[config.mk]
export PLATFORM = sky130hd
export DESIGN_NAME = sudoku_board_serializer
export DESIGN_NICKNAME = d
export VERILOG_FILES = /design/src/rtl/sudoku_board_serializer.sv
export SDC_FILE = /design/constraint.sdc
export NUM_CORES = 1
export LEC_CHECK = 0
export CAP_MARGIN = 10
export CORE_MARGIN = 5
export CORE_UTILIZATION = 55
export CTS_CLUSTER_DIAMETER = 60
export DETAILED_ROUTE_END_ITERATION = 7
export PLACE_DENSITY = 0.86
export SYNTH_ARGS = -nofsm -noshare
export SYNTH_HDL_FRONTEND = slang
export SYNTH_SLANG_ARGS = --single-unit
[constraint.sdc]
create_clock -name clk_in -period 11.1 [get_ports clk_in]
set_input_delay 1.11 -clock clk_in [delete_from_list [all_inputs] [get_ports clk_in]]
set_output_delay 1.11 -clock clk_in [all_outputs]
set_load 0.1 [all_outputs]
[src/rtl/sudoku_board_serializer.sv]
// Streams a snapshotted 9x9 BCD Sudoku board as ASCII text: 9 rows of 9 characters, each row
// ended by CR LF, one byte per valid/ready handshake.
module sudoku_board_serializer #(
    parameter int unsigned GRID_SIZE = 9
) (
    input  logic                                  clk_in,
    input  logic                                  reset_n_in,
    input  logic [GRID_SIZE*GRID_SIZE*4-1:0]      board_in,
    input  logic                                  start_in,
    output logic                                  busy_out,
    output logic [7:0]                            data_out,
    output logic                                  valid_out,
    input  logic                                  ready_in,
    output logic                                  done_out
);

    localparam int unsigned BoardBits = GRID_SIZE * GRID_SIZE * 4;
    localparam logic [3:0]  LastIdx   = 4'(GRID_SIZE - 1);

    localparam logic [1:0] StIdle = 2'd0;
    localparam logic [1:0] StCell = 2'd1;
    localparam logic [1:0] StCr   = 2'd2;
    localparam logic [1:0] StLf   = 2'd3;

    logic [1:0]           state_q, state_d;
    logic [3:0]           row_q, row_d;
    logic [3:0]           col_q, col_d;
    logic [BoardBits-1:0] snap_q, snap_d;
    logic                 done_q, done_d;

    logic       xfer;
    logic [6:0] cell_idx;
    logic [8:0] bit_hi;
    logic [3:0] cell_nib;

    // Row-major cell index; cell (0,0) lives in the most significant nibble.
    assign cell_idx = ({3'b000, row_q} * 7'd9) + {3'b000, col_q};
    assign bit_hi   = 9'(BoardBits - 1) - {cell_idx, 2'b00};
    assign cell_nib = snap_q[bit_hi -: 4];

    assign valid_out = (state_q != StIdle);
    assign busy_out  = (state_q != StIdle);
    assign done_out  = done_q;
    assign xfer      = valid_out && ready_in;

    always_comb begin
        data_out = 8'h00;
        case (state_q)
            StCell: begin
                if (cell_nib == 4'd0) begin
                    data_out = 8'h2E;
                end else if (cell_nib <= 4'd9) begin
                    data_out = 8'h30 + {4'h0, cell_nib};
                end else begin
                    data_out = 8'h3F;
                end
            end
            StCr:    data_out = 8'h0D;
            StLf:    data_out = 8'h0A;
            default: data_out = 8'h00;
        endcase
    end

    always_comb begin
        state_d = state_q;
        row_d   = row_q;
        col_d   = col_q;
        snap_d  = snap_q;
        done_d  = 1'b0;
        case (state_q)
            StIdle: begin
                if (start_in) begin
                    snap_d  = board_in;
                    row_d   = 4'd0;
                    col_d   = 4'd0;
                    state_d = StCell;
                end
            end
            StCell: begin
                if (xfer) begin
                    if (col_q < LastIdx) begin
                        col_d = col_q + 4'd1;
                    end else begin
                        col_d   = 4'd0;
                        state_d = StCr;
                    end
                end
            end
            StCr: begin
                if (xfer) begin
                    state_d = StLf;
                end
            end
            StLf: begin
                if (xfer) begin
                    if (row_q < LastIdx) begin
                        row_d   = row_q + 4'd1;
                        state_d = StCell;
                    end else begin
                        state_d = StIdle;
                        done_d  = 1'b1;
                    end
                end
            end
            default: state_d = StIdle;
        endcase
    end

    always_ff @(posedge clk_in) begin
        if (!reset_n_in) begin
            state_q <= StIdle;
            row_q   <= 4'd0;
            col_q   <= 4'd0;
            snap_q  <= '0;
            done_q  <= 1'b0;
        end else begin
            state_q <= state_d;
            row_q   <= row_d;
            col_q   <= col_d;
            snap_q  <= snap_d;
            done_q  <= done_d;
        end
    end

endmodule

---- After elaboration in Yosys (flattened, before gate mapping) ----
Index checks and enable logic that the tools add are counted.
word-level totals
  flip-flop bits (word level) ............. 335
  bits of input ports ..................... 328
  word-level logic and storage cells ...... 53
  output and inout port bits .............. 11
cells by class
  equal/unequal tests ..................... 9
  shift-type cells ........................ 1
  $add $sub $neg .......................... 5
  multiply operators ...................... 1
  mux-type cells .......................... 18
  reductions and logical operators ........ 11
  order comparisons ....................... 3
operators by type and width
  cell                   number
  $shiftx A327 B10 Y4    1
  $pmux W8 S3            1
  $mux W4                5
  $pmux W4 S2            2
  $mux W7                2
  $ne A2 B2 Y1 const B   6
  $mux W2                5
  $sub A9 B9 Y9 const A  1
  $add A4 B1 Y4 const B  2
  $lt A4 B4 Y1 const B   2
  $pmux W2 S4            1
  $add A6 B4 Y7 const A  1
  $add A7 B4 Y7          1
  $mul A4 B4 Y7 const B  1
  $reduce_and A3 Y1      2
  $reduce_bool A2 Y1     3
  $reduce_and A5 Y1      1
  $eq A2 B2 Y1 const B   2
  $le A4 B4 Y1 const B   1
  $logic_not A4 Y1       1
  $reduce_and A4 Y1      1
  $eq A2 B1 Y1 const B   1
  $logic_not A2 Y1       1
  $mux W1                2
  other kinds (2)        2

---- Longest topological paths before layout ----
Gate-level depths: netlist of the first run.
  depth in word-level cells ............... 8
  depth in mapped cells ................... 18
  depth with buffers taken out ............ 12

---- Worst setup path before layout of the first run ----
Ideal clock, no wire load.
  path kind ............................... reg-to-output
  from .................................... register row_q[0]
  to ...................................... output data_out[3]
  data required time ...................... 9.990 ns
  path buffers ............................ 7
  cell stages (with the launch flop) ...... 19
  slack ................................... 3.534 ns
  arrival time ............................ 6.456 ns
  path through ............................ dfxtp_1 -> ha_1 -> buf_6 -> buf_4 -> buf_1 -> inv_1 -> ha_1 -> buf_2 -> buf_2 -> clkbuf_1 -> clkbuf_1 -> mux4_2 -> nand2_1 -> nand3_1 -> o21ai_0 -> mux2i_1 -> a221oi_1 -> nand4bb_1 -> a311oi_1
between the ends
  word-level cells in the longest chain between the ends .. 8
  elaborated cells on any way between the ends .. 10
  classes of those cells .................. add/sub: 3; mul: 1; order compare: 1; shift: 1; mux: 3; reduce/logical: 1
RTL lines
  item                                           RTL line  source
  start, declared                                26        logic [3:0] row_q, row_d;
  start signal, assigned                         118       row_q <= row_d;
  $mul A4 B4 Y7 *                                37        assign cell_idx = ({3'b000, row_q} * 7'd9) + {3'b000, col_q};
  $add A7 B4 Y7 *                                37
  $sub A9 B9 Y9 *                                38        assign bit_hi = 9'(BoardBits - 1) - {cell_idx, 2'b00};
  $shiftx A327 B10 Y4 *                          39        assign cell_nib = snap_q[bit_hi -: 4];
  $add A6 B4 Y7 or $le A4 B4 Y1 (tied branches)  53, 52
  $mux W7                                        52        end else if (cell_nib <= 4'd9) begin
  $mux W7 *                                      50        if (cell_nib == 4'd0) begin
  $pmux W8 S3 *                                  48        case (state_q)
  end, declared                                  11        output logic [7:0] data_out,
Mark *: on every way between the ends. The rest lies on a longest branch, timed or not.

---- Worst setup path after layout of the first run ----
  from .................................... register row_q[0]
  to ...................................... output data_out[1]
The elaborated chain is that of the path after synthesis.

==> summary.md, run 1 <==
The flow ran to the end, and the final reports show no timing, DRC or antenna violations. The worst hold path belongs to the class reg2reg. The tools report the kind of end point of the critical path as an output pin. Entering global routing, the biggest net connects 225 pins.

The library cells used most frequently in the layout, excluding fill and tap cells, are sky130_fd_sc_hd__nand2_1 (721), sky130_fd_sc_hd__dfxtp_1 (335), sky130_fd_sc_hd__clkdlybuf4s50_1 (335), sky130_fd_sc_hd__a21boi_0 (326), sky130_fd_sc_hd__mux4_2 (71). The number of buffers added on ports came out at 336. The initial antenna violation count was 1; the clock insertion delay at the later pin of the skew report was 0.52 ns.

Beginning of the worst hold path: snap_q[74]. The upper clock frequency limit came out at 0.127 GHz. The core region is 27,900 sq um.

Startpoint type of the worst setup path: a register. Post-layout minimum cycle time: 7.88 ns. The largest single stage delay on the critical path is 1.22 ns.

The run gives 0.252 as the relative max-transition margin. The number of H-tree levels is 2, and the post-route clock period utilization is 0.710. Traced cell by cell, the critical path runs through ha_4 -> buf_4 -> nor3_1 -> xor2_4 -> buf_4 -> mux4_1 -> mux2_4 -> a221o_1 -> or3b_1 -> a211oi_1 -> clkdlybuf4s50_1.

The cell area that synthesis handed to floorplanning was 15,700 sq um. Averaged over all synthesized cells, the footprint is 8.85 sq um. The cell that appears most often on the critical path is sky130_fd_sc_hd__buf_4.

Clock-pin slew was measured on the worst setup and hold paths at 0.06 ns. Data on the critical path arrives at its endpoint at 6.77 ns. The clock passes through at most 3 buffers. The total congestion overflow after global routing came out at 0. The tools report the routing usage on met3 as 0.0534. The root buffer cell is sky130_fd_sc_hd__clkbuf_16.

Along the worst path, the maximum fanout reaches 56. TritonCTS built the clock tree. The half-perimeter wire length of the detailed placement result was 31,700 um; the number of primary I/O pins was 339. Fill cells in the final layout number 1,973.

In the final routed layout, each cell accounts on average for 18.8 um. Once the clock tree was built, the setup fixing pass inserted 0 buffers. Total of max-cap violations: 0. Number of pins exceeding their max-slew limit in the final report: 0. The tools report the total negative slack for setup checks as 0 ns. The setup violation total in the final timing report was 0; the via count of the first global-routing pass was 13.7k.

For the pin with the worst max-slew slack, the measured transition is 1.12 ns. The detailed-route vias per instance was 5.69. The design draws 4.01 mW. In this run, CTS created clock tree buffers numbering 35. Most common library cell in the layout ignoring fill and taps: sky130_fd_sc_hd__nand2_1. Data required time at the worst endpoint: 9.99 ns. Synthesis instantiated 54 different standard cells from the library.

For the total leakage power, the log shows 7.37 nW. For this run, the detailed router's first-pass iteration total came to 5. After technology mapping, the gate count stands at 1,772. The number of resized instances in the post-cts repair step was 0; the number of nets at the end of the flow was 2,364. In this run the horizontal extent of the chip is 179 um. The first routing iteration left 1,154 violations. The path with the worst hold slack has its endpoint at snap_q[74].

The startpoint identified for the worst register-to-register timing path is state_q[0]. The routed layout has 13.8k vias. For the remaining design rule violation count, the log shows 0. Area enclosed by the die boundary: 32,000 sq um.

The floorplan has 61 rows. The power density of the placed cells works out to 198 nW/um^2. The cell count of the worst reg-to-reg path was 6. The worst setup path is of the reg2out kind.

The count of nets left with antenna violations once routing finished came out at 0. The die is 179 um tall. The area growth from synthesis to layout is 29.2%.

The number of hold buffers added after CTS was 0. The Yosys step of the flow raised 0 warnings. The worst clock skew was 0.0133 ns. The setup check on the worst reg-to-reg path leaves a slack of 7.86 ns. For the final RePlAce weighted congestion, the log shows 0.874. The largest individual stage delay along the critical path comes from the cell sky130_fd_sc_hd__clkdlybuf4s50_1. The family of cells with the greatest summed delay on the critical path is buffers and inverters. The final number of hold-violating endpoints was 0. The commonest register cell after synthesis was sky130_fd_sc_hd__dfxtp_1.

Setup repair after global routing left no endpoint under its margin. The global-route wire length before repair is 70,900 um. The post-synthesis async set-or-reset flop share is 0, and the met2 routing resource usage after global routing is 0.468.

The run gives 335 as the number of clock sinks. In this run, synthesis produced a sequential element count of 335. The run gives 0.561 as the starting density of the core. Number of cells on the worst hold path: 2. The worst register-to-register path ends at snap_q[170].

The worst-case IR drop observed on VDD is 0.113 mV. The count of buffer and inverter cells on the critical path works out to 3. The post-synthesis sequential area ratio is 0.428.

For this block, the routed nets add up to 45,600 um of wire. Global-route track usage on met1: 0.351. The synthesized design contains 0 enable-type register cells.

The peak-usage layer in the global routing report is met2. The fraction of final layout cells with drive strength greater than 1 is 0.0734, and the global-route usage over all layers is 0.278.
[metal layers]
metal | wire [um] | up-vias
met5 | 0 | -
met4 | 1900 | 0
met3 | 3990 | 109
met2 | 21900 | 605
met1 | 17800 | 6575
li1 | - | 6495
[cells by family after synthesis]
logic type / count (synthesis) / share of synthesized area
compound gates: 383 / 0.180
xor+xnor: 9 / 0.00678
fa+ha+maj: 19 / 0.0156
buf+inv: 148 / 0.0399
flops: 335 / 0.428
mux: 97 / 0.136
other cells: 1 / 0.000239
simple gates: 780 / 0.193
[power by group]
group	total (mW)	switching, mW	internal, mW
Clock	1.16	0.484	0.681
Sequential	1.55	0.124	1.43
Combinational	1.30	0.804	0.494
[final cells by class]
type	count	area, sq um	area share
timing repair buffer	347	3480	0.172
sequential	335	6710	0.331
tap	378	473	0.0233
multi-input combinational	1290	8420	0.416
clock buffer	49	1000	0.0493
inverter	8	30.0	0.00148
clock inverter	14	146	0.00722
antenna	1	2.50	0.000124
[sequential cells by signal (all words and copies together), names as in the netlist]
name	count
snap_q	324
col_q	4
row_q	4
state_q	2
done_out	1
[synth_stat cells (all sizes together) (7+ instances only)]
library cell / count / area [sq um]
nand2: 722 / 2710
dfxtp: 335 / 6710
a21boi: 326 / 2450
clkbuf: 117 / 439
mux4: 88 / 2050
buf: 23 / 156
o21ai: 21 / 105
nand3: 20 / 100
ha: 18 / 225
nor2: 12 / 47.6
a211oi: 8 / 60.1
inv: 8 / 30.0
mux2i: 8 / 80.1
a21oi: 7 / 35.0
[worst reg2reg max path: cells and delay by family (launching register included)]
kind / cells / cell delay, ns
simple gates: 2 / 1.20
buf+inv: 2 / 1.02
flops: 1 / 0.37
fa+ha+maj: 1 / 0.35
compound gates: 1 / 0.24
[how the worst max path moves through the flow]
stage	start	endpoint	slack, ns	depth (start not counted)
5_1_grt	row_q[0]	data_out[1]	2.83	12
3_5_place_dp	row_q[0]	data_out[1]	3.75	11
6_report	row_q[0]	data_out[1]	3.22	11
3_3_place_gp	row_q[0]	data_out[1]	3.73	11
4_1_cts	row_q[0]	data_out[1]	3.19	11
2_1_floorplan	row_q[0]	data_out[3]	3.53	18
[metrics by stage]
step	utilization	std cells	worst slack [ns]	hold WS [ns]	cell area [sq um]
2_1_floorplan	-	1773	3.53	0.439	15700
3_3_place_gp	0.683	2357	3.73	0.449	19100
3_5_place_dp	0.683	2357	3.75	0.456	19100
4_1_cts	0.724	2420	3.19	0.465	20200
5_1_grt	0.725	2422	2.83	0.484	20300
6_report	0.725	2422	3.22	0.462	20300
No activity file was read; power rests on OpenSTA's default activity.
==> inputs of run 2 (changes only) <==
--- a/config.mk
+++ b/config.mk
@@ -7,10 +7,10 @@
 export LEC_CHECK = 0
 export CAP_MARGIN = 10
 export CORE_MARGIN = 5
-export CORE_UTILIZATION = 55
+export CORE_UTILIZATION = 51
 export CTS_CLUSTER_DIAMETER = 60
 export DETAILED_ROUTE_END_ITERATION = 7
-export PLACE_DENSITY = 0.86
+export PLACE_DENSITY = 0.8
 export SYNTH_ARGS = -nofsm -noshare
 export SYNTH_HDL_FRONTEND = slang
 export SYNTH_SLANG_ARGS = --single-unit
==> constraint.sdc (replaced) <==
create_clock -name clk_in -period 7.3 [get_ports clk_in]
set_input_delay 0.73 -clock clk_in [delete_from_list [all_inputs] [get_ports clk_in]]
set_output_delay 0.73 -clock clk_in [all_outputs]
set_load 0.1 [all_outputs]
==> run 2 against run 1 <==
Register-to-register slack worse by 3.5 ns; critical path depth increased by 1; sequential share of layout area shrank 0.13 points; combinational power grew 52%; final cell count up 0.70%; critical endpoint is now data_out[0]; utilization shrank 5.9 points; clock power is 59% higher.
==> summary.md, run 2 (synthesis gave the netlist of run 1 again) <==
The flow ran to the end, and the final reports show no timing, DRC or antenna violations. The startpoint type of the worst setup path was a register. Number of primary I/O pins: 339 (unchanged). The number of nets at the end of the flow was 2,365 (+0.042%). For the number of H-tree levels, the log shows 2 (unchanged). The cell count of the worst reg-to-reg path came out at 6 (unchanged). The post-CTS setup repair buffer count came out at 0 (unchanged). The count of filler cells inserted in the layout was 2,398 (+22%); the total leakage power was 7.42 nW (+0.69%). Final antenna diode count: 0 (-1). The detailed-route vias per instance is 5.46 (-4.0%), and the least setup slack across all paths after layout is 0.322 ns (-2.90 ns). The remaining design rule violation count is 0 (unchanged). Global-route wire length before repair: 69,400 um (-2.2%). The total via count in the routed design is 13.3k (-3.3%), and the number of clock sinks is 335 (unchanged). The number of routed nets with antenna violations came out at 0 (unchanged). Number of flip-flops in the largest register: 324 (unchanged).

The final routed wirelength across all metal layers was 45,000 um (-1.3%). The register bank with the most flops is snap_q. Critical path arrival: 6.25 ns (-0.52 ns). For the largest net degree at the start of global routing, the log shows 169 (-25%).

Number of detailed-route iterations in the first pass: 7 (+2). The tools report the total congestion overflow after global routing as 0 (unchanged). The number of buffers created by CTS came out at 37 (+5.7%).

The post-route clock period utilization was 0.956; the total negative slack for setup checks was 0 ns (unchanged). For the utilization of the core after routing, the log shows 0.667 (-0.0587). The relative max-transition margin came out at 0.188 (-0.0639). The reg-to-reg critical path endpoint was snap_q[84]. The post-cts hold buffer count was 0 (unchanged).

The tools report the worst setup path startpoint as row_q[1]. The measured slew at the worst slew-check pin works out to 1.22 ns (+0.0959 ns). The width of the chip works out to 185 um (+3.6%). The root buffer cell was sky130_fd_sc_hd__clkbuf_16. The library cell used most frequently in the layout, excluding fill and tap cells, is sky130_fd_sc_hd__nand2_1.

The flop-to-flop setup slack was 4.33 ns (-3.53 ns). The run gives 0.192 mV (+70%) as the largest voltage drop on the vdd net. The tools report the global-route usage over all layers as 0.253 (-0.0249).

The number of buffers added on ports was 336 (unchanged); the fraction of final layout cells with drive strength greater than 1 was 0.0773 (+0.00392). The initial antenna violation count is 0 (-1), and the synthesis-to-finish area growth is 29.7%. The total of max-cap violations was 0 (unchanged).

The final RePlAce weighted congestion came out at 0.899 (+2.8%). The tools report the kind of end point of the critical path as an output pin. The category of the most critical setup path is reg2out. The tools report the worst clock skew as 0.0132 ns (-0.0000489 ns). Clock transition time at the flip-flop clock pins of the worst setup and hold paths: 0.06 ns (about the same). The tools report the final number of hold-violating endpoints as 0 (unchanged). Setup repair after global routing left no endpoint under its margin. Sequential cell area in the final layout: 6710 sq um (unchanged). The clock insertion delay at the later pin of the skew report was 0.52 ns (about the same); the violation count after the first detailed-routing iteration was 893 (-23%). For the pre-CTS setup slack, the log shows 0.993 ns (-2.76 ns).

The path type of the worst min-delay path was reg2reg. For the setup violation total in the final timing report, the log shows 0 (unchanged). In the layout the commonest cells are sky130_fd_sc_hd__nand2_1 (721), sky130_fd_sc_hd__dfxtp_1 (335), sky130_fd_sc_hd__clkdlybuf4s50_1 (331), sky130_fd_sc_hd__a21boi_0 (326), sky130_fd_sc_hd__mux4_2 (71). Die height: 185 um (+3.6%).

The routed wirelength normalized by instance count works out to 18.4 um (-2.0%). The logs give 6.57 ns (-3.42 ns) for the data required time at the worst endpoint and 0.143 GHz for the upper clock frequency limit. The tools report the worst setup path endpoint as data_out[0]. For the area of the multi-input gates, the log shows 8420 sq um (unchanged).

The starting density of the core was 0.514 (-0.0474); the largest fanout of any net on the critical path was 33 (-41%). Area enclosed by the die boundary: 34,400 sq um (+7.4%). TritonCTS built the clock tree. Number of resized instances in the post-cts repair step: 0 (unchanged). The routed design could run at a clock period as short as 6.98 ns.

In this run the critical register-to-register path is launched from state_q[0]. The buffer depth of the longest clock path is 3 (unchanged), and the power density of the placed cells is 303 nW/um^2 (+53%). In the final layout, the registers with the most flip-flops are snap_q x324, col_q x4, row_q x4. The total core area is 30,500 sq um (+9.2%), and the site row count is 64 (+4.9%). The number of pins exceeding their max-slew limit in the final report was 0 (unchanged); the half-perimeter wire length of the detailed placement result was 31,600 um (-0.16%). The via count of the first global-routing pass came out at 13.3k (-3.3%).
## run 2: power by group
| group | switching, mW | internal, mW | total, mW |
|---|---|---|---|
| combinational | 1.23 | 0.751 | 1.98 |
| clock | 0.748 | 1.09 | 1.84 |
| sequential | 0.177 | 2.17 | 2.34 |
| total | 2.15 | 4.01 | 6.16 |
## run 2: metal layers
layer	up-vias	global-route usage	share of wire
met5	-	0	0
met4	0	0.0878	0.036
met3	93	0.0515	0.072
met2	433	0.428	0.48
met1	6311	0.323	0.41
li1	6489	-	-
## run 2: stage by stage
| stage | cell area [sq um] | hold slack [ns] | power (mW) | std cells |
|---|---|---|---|---|
| 6_report | 20300 | 0.459 | 6.16 | 2439 |
| 5_1_grt | 20300 | 0.483 | 6.50 | 2439 |
| 4_1_cts | 20300 | 0.463 | 6.18 | 2438 |
| 3_5_place_dp | 19100 | 0.455 | 4.34 | 2374 |
| 3_3_place_gp | 19100 | 0.449 | 4.29 | 2374 |
| 2_1_floorplan | 15700 | 0.439 | 3.72 | 1773 |
## run 2: how the worst min path moves through the flow
stage | cells after the start | startpoint | endpoint
final | 2 | snap_q[58] | snap_q[58]
after global routing | 2 | snap_q[74] | snap_q[74]
after CTS | 2 | snap_q[270] | snap_q[270]
after detailed placement | 2 | snap_q[270] | snap_q[270]
after global placement | 2 | snap_q[226] | snap_q[226]
after floorplan | 2 | snap_q[135] | snap_q[135]
## run 2: layout make-up
cell class	instances	area share
multi-input combinational	1290	0.414
sequential	335	0.330
timing repair buffer	346	0.171
clock buffer	54	0.0562
tap	396	0.0244
clock inverter	10	0.00326
inverter	8	0.00148
## run 2: worst max-delay path: stages (launching register included)
cell and delay (ns):
sky130_fd_sc_hd__dfxtp_1 0.43, sky130_fd_sc_hd__ha_1 0.27, sky130_fd_sc_hd__ha_1 0.22, sky130_fd_sc_hd__fa_1 0.61, sky130_fd_sc_hd__nor3_1 0.59, sky130_fd_sc_hd__xor2_4 0.87
sky130_fd_sc_hd__mux4_1 0.43, sky130_fd_sc_hd__o21ai_0 0.10, sky130_fd_sc_hd__a211oi_1 0.43, sky130_fd_sc_hd__a221o_1 0.26, sky130_fd_sc_hd__o2111ai_1 0.14, sky130_fd_sc_hd__o211ai_1 0.19
sky130_fd_sc_hd__clkdlybuf4s50_1 1.21
==> inputs of run 3 (changes only) <==
--- a/config.mk
+++ b/config.mk
@@ -6,11 +6,13 @@
 export NUM_CORES = 1
 export LEC_CHECK = 0
 export CAP_MARGIN = 10
-export CORE_MARGIN = 5
+export CORE_MARGIN = 2
 export CORE_UTILIZATION = 51
 export CTS_CLUSTER_DIAMETER = 60
 export DETAILED_ROUTE_END_ITERATION = 7
+export HOLD_SLACK_MARGIN = 0.1
 export PLACE_DENSITY = 0.8
+export SETUP_SLACK_MARGIN = 0.5
 export SYNTH_ARGS = -nofsm -noshare
 export SYNTH_HDL_FRONTEND = slang
 export SYNTH_SLANG_ARGS = --single-unit
==> run 3 against run 2 <==
Global-route usage grew 1.7 points; first-iteration DRC count grew 3.1%; register-to-register slack lost 0.46 ns; sequential power is essentially flat; total power shrank 0.59%; clock-buffer cell count shrank 5; die area shrank 6.4%; cell area shrank 0.34%; utilization shrank 0.051 points; critical endpoint is now data_out[4]; flip-flop and latch count is the same; critical path depth grew 1; clock skew shrank 0.00050 ns; largest cell class unchanged.
==> summary.md, run 3 (synthesis gave the netlist of run 1 again) <==
The sequential cell area in the final layout is 6710 sq um (unchanged). Site row count: 64 (unchanged). The run gives 0 (unchanged) as the remaining design rule violation count. The startpoint type of the worst setup path is a register. Routed wirelength normalized by instance count: 18.1 um (-2.0%). The final RePlAce weighted congestion was 0.878 (-2.4%).

The number of clock sinks came out at 335 (unchanged). The number of H-tree levels is 2 (unchanged). Setup repair after global routing left no endpoint under its margin. The fraction of final layout cells with drive strength greater than 1 was 0.0755 (-0.00181); the detailed-route vias per instance was 5.53 (+1.3%). The half-perimeter wire length of the detailed placement result came out at 31,200 um (-1.2%). The via count of the first global-routing pass was 13.1k (-1.3%); the buffer depth of the longest clock path was 3 (unchanged). The logs give 0.53 ns (about the same) for the clock insertion delay at the later pin of the skew report and 0 (unchanged) for the post-CTS setup repair buffer count. The die height is 179 um (-3.2%). The run gives 7.39 nW (-0.51%) as the total leakage power. For the number of detailed-route iterations in the first pass, the log shows 5 (-2). Relative to the synthesized area, the layout overhead comes to 29.2%. Path type of the worst min-delay path: reg2reg. The logs give 0.249 mV (+30%) for the largest voltage drop on the vdd net and 0 (unchanged) for the post-cts hold buffer count. For the total congestion overflow after global routing, the log shows 0 (unchanged). CTS placed an instance of sky130_fd_sc_hd__clkbuf_16 at the clock tree root. The worst clock skew is 0.0127 ns (-0.000502 ns). The logs give 0.293 (-0.005) for the clock power share and 0 (unchanged) for the number of pins exceeding their max-slew limit in the final report. The total via count in the routed design was 13.5k (+1.2%); the total negative slack for setup checks was 0 ns (unchanged). The worst hold slack came out at 0.461 ns (+0.00137 ns). The number of primary I/O pins is 339 (unchanged).

The run gives 5.46 ns (-0.79 ns) as the critical path arrival. For the initial antenna violation count, the log shows 2 (+2). The register bank with the most flops is snap_q.

The tools report the violation count after the first detailed-routing iteration as 921 (+3.1%). TritonCTS built the clock tree. The worst setup path is of the reg2out kind. The upper clock frequency limit is 0.162 GHz (+13%), and the number of buffers created by CTS is 35 (-5.4%). The starting density of the core was 0.515 (+0.00135). The number of nets at the end of the flow is 2,365 (unchanged), and the power density of the placed cells is 302 nW/um^2 (-0.25%).

The tools report the kind of end point of the critical path as an output pin. For the global-route usage over all layers, the log shows 0.270 (+0.0174). The logs give 0 (unchanged) for the number of routed nets with antenna violations and 0.323 (+0.002) for the relative contribution of combinational cells to total power. The total of max-cap violations is 0 (unchanged). The total core area is 30,400 sq um (-0.26%), and the switching power of the nets is 2.13 mW (-0.99%).

The global-route wire length before repair is 68,100 um (-1.9%). The number of buffers added on ports is 336 (unchanged), and the count of filler cells inserted in the layout is 2,425 (+1.1%). The post-route clock period utilization was 0.848 (-0.108).

The largest fanout of any net on the critical path was 25 (-24%); the data required time at the worst endpoint was 6.57 ns (about the same). The run gives 32,200 sq um (-6.4%) as the area enclosed by the die boundary. The largest registers in the layout are snap_q x324, col_q x4, row_q x4. The area of the multi-input gates was 8440 sq um (+0.13%). The final number of hold-violating endpoints was 0 (unchanged). The flow ran to the end, and the final reports show no timing, DRC or antenna violations.

Cell internal power dissipation: 3.99 mW (-0.37%). The measured slew at the worst slew-check pin came out at 1.25 ns (+0.0352 ns). The switching power share of the total works out to 0.348 (-0.00140). The library cell used most frequently in the layout, excluding fill and tap cells, is sky130_fd_sc_hd__nand2_1. The final routed wirelength across all metal layers was 44,000 um (-2.1%); the number of flip-flops in the largest register was 324 (unchanged). The clock transition time at the flip-flop clock pins of the worst setup and hold paths was 0.06 ns (about the same); the width of the chip was 179 um (-3.2%). The post-layout minimum cycle time was 6.19 ns (-0.790 ns); the relative contribution of sequential cells to total power was 0.384 (+0.003).

In the layout the commonest cells are sky130_fd_sc_hd__nand2_1 (721), sky130_fd_sc_hd__dfxtp_1 (335), sky130_fd_sc_hd__clkdlybuf4s50_1 (330), sky130_fd_sc_hd__a21boi_0 (326), sky130_fd_sc_hd__mux4_2 (71). The setup violation total in the final timing report was 0 (unchanged). The largest net degree at the start of global routing is 266 (+57%).

The relative max-transition margin is 0.165 (-0.0235).
run 3: cell types whose count changed in the layout (fill, tap and decap cells not counted), moves of 2 or more:
cell	previous run	this run
sky130_fd_sc_hd__bufinv_16	0	3
sky130_fd_sc_hd__clkbuf_2	0	2
sky130_fd_sc_hd__clkinv_2	6	3
sky130_fd_sc_hd__clkbuf_1	4	7
sky130_fd_sc_hd__buf_4	11	14
sky130_fd_sc_hd__clkbuf_16	39	36
sky130_fd_sc_hd__clkbuf_8	11	6
sky130_fd_sc_hd__diode_2	0	2
run 3: metrics by stage:
step	worst slack, ns	cell area [sq um]	utilization	cells	power, mW
finish	1.11	20300	0.666	2437	6.12
global route	0.799	20300	0.666	2437	6.45
CTS	0.718	20300	0.666	2435	6.14
detailed placement	1.06	19100	0.629	2377	4.36
global placement	1.31	19100	0.629	2377	4.29
floorplan	1.02	15700	-	1773	3.73
run 3: metal layers:
layer	up-vias	routed length (um)	share of wire	GRT usage
met1	6408	18600	0.42	0.350
met4	0	2220	0.050	0.140
met5	-	0	0	0
met2	486	20500	0.47	0.445
met3	107	2710	0.062	0.0348
li1	6482	-	-	-
run 3: area by class of cell:
type                    count  area share
repair buffers            348       0.170
diodes                      2    0.000247
clock buffers              49      0.0498
flip-flops and latches    335       0.331
multi-input cells        1290       0.416
well taps                 396      0.0244
inverters                   8     0.00148
clock inverters             9     0.00685
run 3: power groups by stage:
stage          registers (mW)  clock network [mW]  logic, mW
3_3_place_gp             2.37                   0       1.92
2_1_floorplan            2.32                   0       1.42
3_5_place_dp             2.39                   0       1.97
4_1_cts                  2.35                1.81       1.98
6_report                 2.35                1.79       1.98
5_1_grt                  2.39                1.89       2.17
run 3: timing repair:
action	CTS	global route
setup endpoints to repair	2	2
endpoints found under the hold margin	0	0
cloned	0	0
pin swaps	0	0
resized for setup	2	4
run 3: final timing paths:
check,slack [ns],end,from,cells past startpoint
worst min register to register,0.46,snap_q[147],snap_q[147],2
worst min-delay path,0.46,snap_q[147],snap_q[147],2
worst max-delay path,1.11,data_out[4],row_q[1],13
worst max register to register,3.87,snap_q[111],state_q[0],6
run 3: worst max-delay path: stages (launching register included):
cell                        delay [ns]
sky130_fd_sc_hd__dfxtp_1          0.43
sky130_fd_sc_hd__ha_1             0.27
sky130_fd_sc_hd__ha_1             0.22
sky130_fd_sc_hd__fa_1             0.61
sky130_fd_sc_hd__nor3_1           0.57
sky130_fd_sc_hd__xor2_4           0.27
sky130_fd_sc_hd__buf_4            0.30
sky130_fd_sc_hd__nor4_1           0.61
sky130_fd_sc_hd__o211ai_1         0.18
sky130_fd_sc_hd__a211oi_1         0.36
sky130_fd_sc_hd__a221o_1          0.25
sky130_fd_sc_hd__nand4bb_1        0.19
sky130_fd_sc_hd__and3_1           0.20
sky130_fd_sc_hd__clkbuf_2         0.46
